==> src/rtl/music_sequencer.sv <==
// Song ROM playback controller: fetches notes from a one-cycle-latency ROM and holds each for a beat.
// Optional MUSIC_SEQ_NOTE_GAP_EN inserts a silent GAP state between notes.
module music_sequencer #(
    parameter int              ADDR_W      = 8,
    parameter int              NOTE_W      = 8,
    parameter int              SONG_LEN    = 200,
    parameter int              BEAT_CYCLES = 12500000,
    parameter logic [NOTE_W-1:0] END_CODE  = 8'hFF,
    parameter int              GAP_CYCLES  = 1250000
) (
    input  logic              clk,
    input  logic              rst_n,
    input  logic              play,
    input  logic              stop,
    input  logic              pause,
    input  logic              loop_en,
    output logic [ADDR_W-1:0] rom_addr,
    input  logic [NOTE_W-1:0] rom_note,
    output logic [NOTE_W-1:0] note,
    output logic              note_valid,
    output logic              playing,
    output logic              song_done
);

    localparam int BEAT_W = (BEAT_CYCLES > 1) ? $clog2(BEAT_CYCLES) : 1;
    localparam logic [BEAT_W-1:0] BEAT_LAST = BEAT_W'(BEAT_CYCLES - 1);
    localparam logic [ADDR_W-1:0] LAST_ADDR = ADDR_W'(SONG_LEN - 1);

`ifdef MUSIC_SEQ_NOTE_GAP_EN
    localparam int GAP_W = (GAP_CYCLES > 1) ? $clog2(GAP_CYCLES) : 1;
    localparam logic [GAP_W-1:0] GAP_LAST = GAP_W'(GAP_CYCLES - 1);

    typedef enum logic [1:0] {S_IDLE, S_FETCH, S_HOLD, S_GAP} state_t;

    logic [GAP_W-1:0] gap_q, gap_d;
`else
    typedef enum logic [1:0] {S_IDLE, S_FETCH, S_HOLD} state_t;
`endif

    state_t            state_q, state_d;
    logic [ADDR_W-1:0] addr_q, addr_d;
    logic [NOTE_W-1:0] note_q, note_d;
    logic              valid_q, valid_d;
    logic              playing_q, playing_d;
    logic              done_q, done_d;
    logic              fetch_q, fetch_d;
    logic [BEAT_W-1:0] beat_q, beat_d;
    logic              hold_done;
    logic              take_end;

    always_comb begin
        // NOTE: every variable gets a default first so no path leaves it unassigned (no latches).
        state_d   = state_q;
        addr_d    = addr_q;
        note_d    = note_q;
        valid_d   = valid_q;
        done_d    = 1'b0;
        fetch_d   = fetch_q;
        beat_d    = beat_q;
        hold_done = 1'b0;
        take_end  = 1'b0;
`ifdef MUSIC_SEQ_NOTE_GAP_EN
        gap_d     = gap_q;
`endif

        case (state_q)
            S_IDLE: begin
                addr_d = '0;
                if (play) begin
                    state_d = S_FETCH;
                    fetch_d = 1'b0;
                end
            end
            S_FETCH: begin
                if (!fetch_q) begin
                    fetch_d = 1'b1;
                end else begin
                    fetch_d = 1'b0;
                    if (rom_note == END_CODE) begin
                        take_end = 1'b1;
                    end else begin
                        note_d  = rom_note;
                        valid_d = 1'b1;
                        beat_d  = '0;
                        state_d = S_HOLD;
                    end
                end
            end
            S_HOLD: begin
                if (!pause) begin
                    if (beat_q == BEAT_LAST) begin
                        beat_d = '0;
`ifdef MUSIC_SEQ_NOTE_GAP_EN
                        state_d = S_GAP;
                        gap_d   = '0;
                        note_d  = '0;
                        valid_d = 1'b0;
`else
                        hold_done = 1'b1;
`endif
                    end else begin
                        beat_d = beat_q + BEAT_W'(1);
                    end
                end
            end
`ifdef MUSIC_SEQ_NOTE_GAP_EN
            S_GAP: begin
                if (gap_q == GAP_LAST) begin
                    gap_d     = '0;
                    hold_done = 1'b1;
                end else begin
                    gap_d = gap_q + GAP_W'(1);
                end
            end
`endif
            default: state_d = S_IDLE;
        endcase

        // Beat (and gap) finished: step to the next address or finish the song.
        if (hold_done) begin
            if (addr_q == LAST_ADDR) begin
                take_end = 1'b1;
            end else begin
                addr_d  = addr_q + ADDR_W'(1);
                state_d = S_FETCH;
                fetch_d = 1'b0;
            end
        end

        if (take_end) begin
            addr_d = '0;
            if (loop_en) begin
                state_d = S_FETCH;
                fetch_d = 1'b0;
            end else begin
                state_d = S_IDLE;
                note_d  = '0;
                valid_d = 1'b0;
                done_d  = 1'b1;
            end
        end

        // stop overrides everything, including a simultaneous play in IDLE.
        if (stop) begin
            state_d = S_IDLE;
            addr_d  = '0;
            note_d  = '0;
            valid_d = 1'b0;
            done_d  = 1'b0;
            fetch_d = 1'b0;
            beat_d  = '0;
`ifdef MUSIC_SEQ_NOTE_GAP_EN
            gap_d   = '0;
`endif
        end

        playing_d = (state_d != S_IDLE);
    end

    // NOTE: sequential state uses non-blocking assignments so all flops update together.
    always_ff @(posedge clk or negedge rst_n) begin
        if (!rst_n) begin
            state_q   <= S_IDLE;
            addr_q    <= '0;
            note_q    <= '0;
            valid_q   <= 1'b0;
            playing_q <= 1'b0;
            done_q    <= 1'b0;
            fetch_q   <= 1'b0;
            beat_q    <= '0;
`ifdef MUSIC_SEQ_NOTE_GAP_EN
            gap_q     <= '0;
`endif
        end else begin
            state_q   <= state_d;
            addr_q    <= addr_d;
            note_q    <= note_d;
            valid_q   <= valid_d;
            playing_q <= playing_d;
            done_q    <= done_d;
            fetch_q   <= fetch_d;
            beat_q    <= beat_d;
`ifdef MUSIC_SEQ_NOTE_GAP_EN
            gap_q     <= gap_d;
`endif
        end
    end

    assign rom_addr   = addr_q;
    assign note       = note_q;
    assign note_valid = valid_q;
    assign playing    = playing_q;
    assign song_done  = done_q;

endmodule
==> config.mk <==
export PLATFORM = sky130hd
export DESIGN_NAME = music_sequencer
export DESIGN_NICKNAME = d
export VERILOG_FILES = /design/src/rtl/music_sequencer.sv
export SDC_FILE = /design/constraint.sdc
export NUM_CORES = 1
export LEC_CHECK = 0
export ABC_AREA = 0
export CAP_MARGIN = 20
export CELL_PAD_IN_SITES_DETAIL_PLACEMENT = 0
export CELL_PAD_IN_SITES_GLOBAL_PLACEMENT = 1
export CORE_MARGIN = 2
export CORE_UTILIZATION = 23
export CTS_CLUSTER_DIAMETER = 150
export DETAILED_ROUTE_END_ITERATION = 6
export GPL_TIMING_DRIVEN = 1
export HOLD_SLACK_MARGIN = 0.1
export PLACE_DENSITY = 0.44
export SYNTH_ARGS = -nofsm -noshare
export SYNTH_HDL_FRONTEND = slang
export SYNTH_SLANG_ARGS = --single-unit
==> constraint.sdc <==
create_clock -name clk -period 2.6 [get_ports clk]
set_input_delay 0.78 -clock clk [delete_from_list [all_inputs] [get_ports clk]]
set_output_delay 0.78 -clock clk [all_outputs]
set_load 0.02 [all_outputs]
## Word level (Yosys, flattened, before mapping)

Cells that the tools add are included.

- $add $sub $neg: 2
- Equal/unequal tests: 8
- Muxes and demuxes: 51
- Reduce and logical (&&, ||, !) cells: 4

Operators with widths:

| kind | count |
|---|---|
| 2-to-1 mux 24 bit | 5 |
| 2-to-1 mux 8 bit | 11 |
| one-hot mux 24 bit (2 select lines) | 1 |
| 2-to-1 mux 1 bit | 25 |
| adder 24 x 1 -> 24 bit (second input constant) | 1 |
| == test 24 bit (second input constant) | 1 |
| == test 8 bit (second input constant) | 2 |
| 2-to-1 mux 2 bit | 7 |
| != test 3 bit (second input constant) | 3 |
| adder 8 x 1 -> 8 bit (second input constant) | 1 |
| one-hot mux 2 bit (3 select lines) | 1 |
| AND reduction 4 bit | 1 |
| nonzero test 3 bit | 1 |
| == test 2 x 1 -> 1 bit (second input constant) | 1 |
| == test 2 bit (second input constant) | 1 |
| logical NOT 2 bit | 1 |
| one-hot mux 1 bit (2 select lines) | 1 |
| nonzero test 2 bit | 1 |

- Flip-flop bits (word level): 46
- Input port bits: 14
- Output and inout bits: 19
- Word-level logic and storage cells: 73

## Depth between registers and ports, before layout

Gate-level depths: netlist of run 1.

- Depth after elaboration: 9
- Mapped depth: 8

## Least setup slack after synthesis of run 1

No wires, ideal clock.

- Kind: input-to-reg
- From: input rom_note[6]
- To: register beat_q[4]
- Data arrival time: 1.973 ns
- Setup slack: 0.531 ns
- Stages: 6
- Path through: nand4_1 > o21ba_1 > nor3_1 > clkbuf_1 > o21ai_0 > o31ai_1

- Word-level cells in the longest chain between the ends: 3

Ends and longest elaborated chain:

| what | line | text |
|---|---|---|
| from (decl) | 18 | `input logic [NOTE_W-1:0] rom_note,` |
| == test 8 bit | 79 | `if (rom_note == END_CODE) begin` |
| != test 3 bit (no source line) | - |  |
| AND reduction 4 bit (no source line) | - |  |
| to (signal assigned) | 182 | `beat_q <= beat_d;` |
| to (decl) | 47 | `logic [BEAT_W-1:0] beat_q, beat_d;` |

Every way passes these cells.
A chain may end at the register's enable or synchronous reset.

## Final worst setup path of run 1

- From: input rom_note[2]
- To: register beat_q[23]

Same word-level chain as after synthesis.

==> results.cfg, run 1 <==
[grt]
grt_start_max_net_pins = 47
first_global_vias = 2284
grt_overflow_total = 0
antenna_found_initial = 0
grt_usage_pct = 13.0
grt_pass1_wl_mm = 13.0

[synth]
ys_types = 57
synth_edf_count = 0
netlist_instances = 263
syn_area_sq_um = 2610
ys_ff_latch = 46
async_reset_ff_share_pct = 100
synth_ff_type = dfrtp_1
yosys_warnings = 0
yosysSeqAreaShare_pct = 44.0
synth_nets = 279
yosys.area_share.simple_pct = 27.5
synth.area.mux_share_pct = 2.01
synth-xor-area-share_pct = 1.34
syn_avg_cell_area_sq_um = 9.94
synth_compound_area_share_pct = 20.5
synth_fa_ha_area_share_pct = 0.957
synth_top_family_by_area = simple AND/OR/NAND/NOR gates

[timing]
relSlewSlack_pct = 65.0
finClkSkew_ps = 6.77
grt_setup_unrepaired = false
max_freq_mhz = 441
fin_crit_ps = 2270
slew_viol_final = 0
setup_viol = 0
fin_crit_sh_pct = 87.2
hold_viol = 0
fin_tns_setup_ps = 0
worstMarginPinSlew_ps = 521

[route]
wirelength_mm = 7.75
drtIter0Drc = 135
drcViolationCount = 0
wl_per_cell_microns = 17.1
vias_per_cell = 5.05
num_vias = 2286
dr.pass1.iters = 4
ant_nets = 0

[clock_network]
clkSinkCount = 46
clk-insertion-delay-late_ps = 290
cts_hold_buf = 0
cts_setup_buffers = 0
cts_max_level = 2
path_clk_slew_ps = 70
cts-root-buf = clkbuf_16
cts_tree = done
cts_resized = 0
cts_buffers = 5
clock_path_buffers = 2

[pwr]
p_per_area_nw_per_um2 = 475
leakagePower_nw = 1.40
ir_drop_mv = 0.284

[setup_path]
arrival_ps = 2470
critPathCaptureType = register
worstSetupStartpointType = input pin
worstSetupPathType = input pin to register
cp_max_fo = 6
crit_required_ps = 2810

[layout]
final_common_cell = dfrtp_1
fillers = 1148
nets = 328
syn_to_final_growth_pct = 29.9
seq_area_sq_um = 1150
diodes = 0
multi_input_area_sq_um = 1370
mostFrequentLayoutCells = dfrtp_1, clkdlybuf4s50_1, buf_4
layout.cells.non_filler = 453
final_layout_size_suffix_gt1_share_pct = 18.2

[die]
num_rows = 38
dieHeight_microns = 111
core_area_sq_um = 11000
fp.dieArea_sq_um = 12200
io_pins = 33
initial_core_util_pct = 23.8
die_w_microns = 111

[hold_path]
hp-class = input pin to asynchronous set/reset pin

[place]
hpwl_mm = 5.40
port_buffers = 32
place.gp.congestion = 0.721
dpl.cell_count = 445

[job]
cap_violations = 0

[run_status]
status = completed
-- worst max-delay path: stages --
cell	delay, ps
clkdlybuf4s50_1	490
nand4_1	200
o21ba_1	250
or3_1	390
buf_4	200
a31oi_1	160
-- cells in the mapped netlist, types with 2 or more instances --
cell       n  area [sq um]
a31oi_1   13          81.3
nor3_1    10          50.1
nor2_1    14          52.6
nand4_1   12          75.1
xnor2_1    3          26.3
mux2i_1    3          30.0
a22o_1     2          17.5
nor4_2     2          25.0
a221o_1    2          20.0
buf_2      7          35.0
nand3_1   18          90.1
ha_1       2          25.0
or2_2      2          12.5
and4_1     4          35.0
a21oi_1   20           100
nand2b_1   3          18.8
and3_1    10          62.6
buf_6      2          22.5
o21ai_0    9          45.0
o211ai_1   3          22.5
or3_1      5          31.3
o221a_2    8          90.1
a41oi_1    3          26.3
or2_1      2          12.5
nand2_1   19          71.3
dfrtp_1   46          1150
o21a_1     2          15.0
inv_1      4          15.0
clkbuf_1   4          15.0
nand4_2    2          25.0
-- routing by layer --
| layer | track usage, % | up-vias | routed length, microns |
|---|---|---|---|
| li1 | - | 1116 | - |
| met1 | 19.4 | 1148 | 4030 |
| met2 | 19.6 | 20 | 3530 |
| met3 | 2.03 | 2 | 138 |
| met4 | 3.50 | 0 | 51 |
| met5 | 0 | - | 0 |
-- stage by stage --
stage               setup slack [ps]  util, %  power [mW]  hold WS [ps]  instance area [sq um]
finish                           333     30.9        1.61           467                   3390
global route                     220     30.9        1.69           491                   3390
CTS                              332     30.9        1.65           478                   3390
detailed placement              12.4     29.4       0.889           481                   3230
global placement                11.9     29.4       0.891           472                   3230
floorplan                        531        -       0.804           444                   2610
-- state kept, by name (all words and copies together), names as in the netlist --
register,count
note,8
song_done,1
beat_q,24
fetch_q,1
state_q,2
playing,1
rom_addr,8
note_valid,1
-- final timing paths --
kind,cells after the start,endpoint,from,slack [ps]
worst min register to register,1,beat_q[23]$_DFFE_PN0P_,beat_q[23]$_DFFE_PN0P_,490
max in group asynchronous,2,beat_q[23]$_DFFE_PN0P_,rst_n,1890
worst min-delay path,2,note[2]$_DFF_PN0_,rst_n,470
worst max register to register,5,beat_q[20]$_DFFE_PN0P_,state_q[1]$_DFF_PN0_,450
min in group clk,1,beat_q[23]$_DFFE_PN0P_,beat_q[23]$_DFFE_PN0P_,490
worst max-delay path,6,beat_q[23]$_DFFE_PN0P_,rom_note[2],330
-- cells by family (layout without fill, tap and decap cells) --
logic type,Yosys count,count (layout)
AOI/OAI and AO/OA,73,73
xor gates and xnor gates,4,4
muxes,5,5
DFF,46,46
buffers and inverters,18,68
and+or+nand+nor,115,115
adders and majority gates,2,2
-- power breakdown --
group          total [mW]  internal, mW  switching [mW]
logic               0.134        0.0609          0.0729
clock network       0.742         0.451           0.291
registers           0.738         0.726          0.0127
-- layout make-up --
class	instances	share of cell area, %
clock buffer	5	3.69
clock inverter	3	1.18
inverter	4	0.442
multi-input combinational	199	40.3
sequential	46	33.9
tap	140	5.16
timing repair buffer	56	15.3
Note: power is estimated with default switching activity, not from simulation.
==> run 2: changes to the inputs <==
--- a/config.mk
+++ b/config.mk
@@ -9,7 +9,6 @@
 export CAP_MARGIN = 20
 export CELL_PAD_IN_SITES_DETAIL_PLACEMENT = 0
 export CELL_PAD_IN_SITES_GLOBAL_PLACEMENT = 1
-export CORE_MARGIN = 2
 export CORE_UTILIZATION = 23
 export CTS_CLUSTER_DIAMETER = 150
 export DETAILED_ROUTE_END_ITERATION = 6
==> run 2 against run 1 <==
Effect of this change:
- via count is 2.1% lower
- clock-buffer cell count grew 1
- critical path depth is the same
- core utilization is 0.11 points lower
- first-iteration DRC count shrank 24%
- sequential power about the same
- global-route usage rose by 0.85 points
- non-clock buffer count did not move
- clock power decreased by 9.3%
- design area fell by 0.77%
- register-to-register slack got worse by 40 ps
==> results.cfg, run 2 (same netlist as run 1, synthesis figures left out) <==
[setup_path]
critPathCaptureType = register
cpMaxStageDelayCell = clkdlybuf4s50_1
worstSetupStartpointType = input pin
reg2regPathDepth = 6
crit_required_ps = 2810
worstSetupPathType = input pin to register
cp_max_fo = 6
crit_chain = clkdlybuf4s50_1 -> nand4_1 -> o21ba_1 -> or3_1 -> buf_4 -> a31oi_1
r2r_setup_slack_ps = 410
arrival_ps = 2500
critPathMaxStageDelay_ps = 490

[layout]
final_layout_size_suffix_gt1_share_pct = 18.2
final_common_cell = dfrtp_1
nets = 328
top_register = beat_q
finish.utilization_pct = 30.8
mostFrequentLayoutCells = dfrtp_1, clkdlybuf4s50_1, buf_4
diodes = 0
largest_reg_flops = 24
syn_to_final_growth_pct = 28.9

[clock_network]
cts_setup_buffers = 0
cts_tree = done
clkSinkCount = 46
cts_hold_buf = 0
cts-root-buf = clkbuf_16
cts_resized = 0
cts_max_level = 2
clk-insertion-delay-late_ps = 290
clock_path_buffers = 2
cts_buffers = 5
path_clk_slew_ps = 70

[die]
core_area_sq_um = 10900
num_rows = 38
dieHeight_microns = 109
fp.dieArea_sq_um = 11800
io_pins = 33
die_w_microns = 109
initial_core_util_pct = 23.9

[timing]
fin_crit_sh_pct = 88.0
worstMarginPinSlew_ps = 548
slew_viol_final = 0
finClkSkew_ps = 9.60
setup_viol = 0
fin_crit_ps = 2290
relSlewSlack_pct = 63.2
fin_tns_setup_ps = 0
max_freq_mhz = 437
grt_setup_unrepaired = false
hold_viol = 0

[route]
wl_met2_mm = 3.48
top_layer = met4
ant_nets = 0
dr.pass1.iters = 4
met1_length_mm = 3.78
wirelength_mm = 7.48
drtIter0Drc = 102
vias_per_cell = 4.94
drcViolationCount = 0
wl_per_cell_microns = 16.5
wl_met3_microns = 164
num_vias = 2239

[grt]
grt_overflow_total = 0
grt_usage_pct = 13.9
antenna_found_initial = 0
grt_pass1_wl_mm = 12.5
grt_start_max_net_pins = 27
first_global_vias = 2294

[job]
cap_violations = 0

[pwr]
power_mw = 1.55
combPwrFrac_pct = 8.9
p_int_mw = 1.17
seq_power_share_pct = 47.6
leakagePower_nw = 1.39
p_sw_share_pct = 24.4
switchingPower_mw = 0.376
pwr-share-clk_pct = 43.5
p_per_area_nw_per_um2 = 459
ir_drop_mv = 0.207

[run_status]
status = completed

[place]
hpwl_mm = 5.25
port_buffers = 32
place.gp.congestion = 0.696

[hold_path]
hp-class = input pin to asynchronous set/reset pin
## run 2: worst max-delay path, delay by kind of cell
family	cells	cell delay, ps
buffers and inverters	2	690
AO/OA/AOI/OAI	2	440
AND/OR/NAND/NOR	2	590
## run 2: path summary, 6_finish.rpt
check	from	to
min in group clk	beat_q[23]$_DFFE_PN0P_	beat_q[23]$_DFFE_PN0P_
worst min register to register	beat_q[23]$_DFFE_PN0P_	beat_q[23]$_DFFE_PN0P_
worst max register to register	beat_q[8]$_DFFE_PN0P_	beat_q[20]$_DFFE_PN0P_
worst min-delay path	rst_n	note[6]$_DFF_PN0_
max in group asynchronous	rst_n	beat_q[5]$_DFFE_PN0P_
worst max-delay path	rom_note[2]	beat_q[7]$_DFFE_PN0P_
## run 2: layout make-up
cell class,instances,area (sq um)
clock buffers,6,139
clock inverters,2,12.5
fillers,1143,7570
inverters,4,15.0
multi-input cells,199,1370
flip-flops and latches,46,1150
well taps,140,175
repair buffers,56,508
## run 2: per-stage QoR
step	std cells	hold slack, ps	area (sq um)	setup slack, ps
2_1_floorplan	263	444	2610	531
3_3_place_gp	445	479	3220	17.9
3_5_place_dp	445	483	3220	9.84
4_1_cts	453	485	3370	304
5_1_grt	453	500	3370	145
6_report	453	465	3370	312
## run 2: metal layers
metal	track usage, %	vias to the layer above
li1	-	1115
met1	19.4	1096
met2	22.1	24
met3	2.29	4
met4	3.76	0
met5	0	-
## run 2: power by group through the flow
stage          clock network, mW  registers [mW]  logic [mW]
4_1_cts                    0.703           0.736       0.141
3_5_place_dp                   0           0.749       0.140
5_1_grt                    0.723           0.737       0.151
3_3_place_gp                   0           0.750       0.142
2_1_floorplan                  0           0.755      0.0491
6_report                   0.673           0.736       0.137
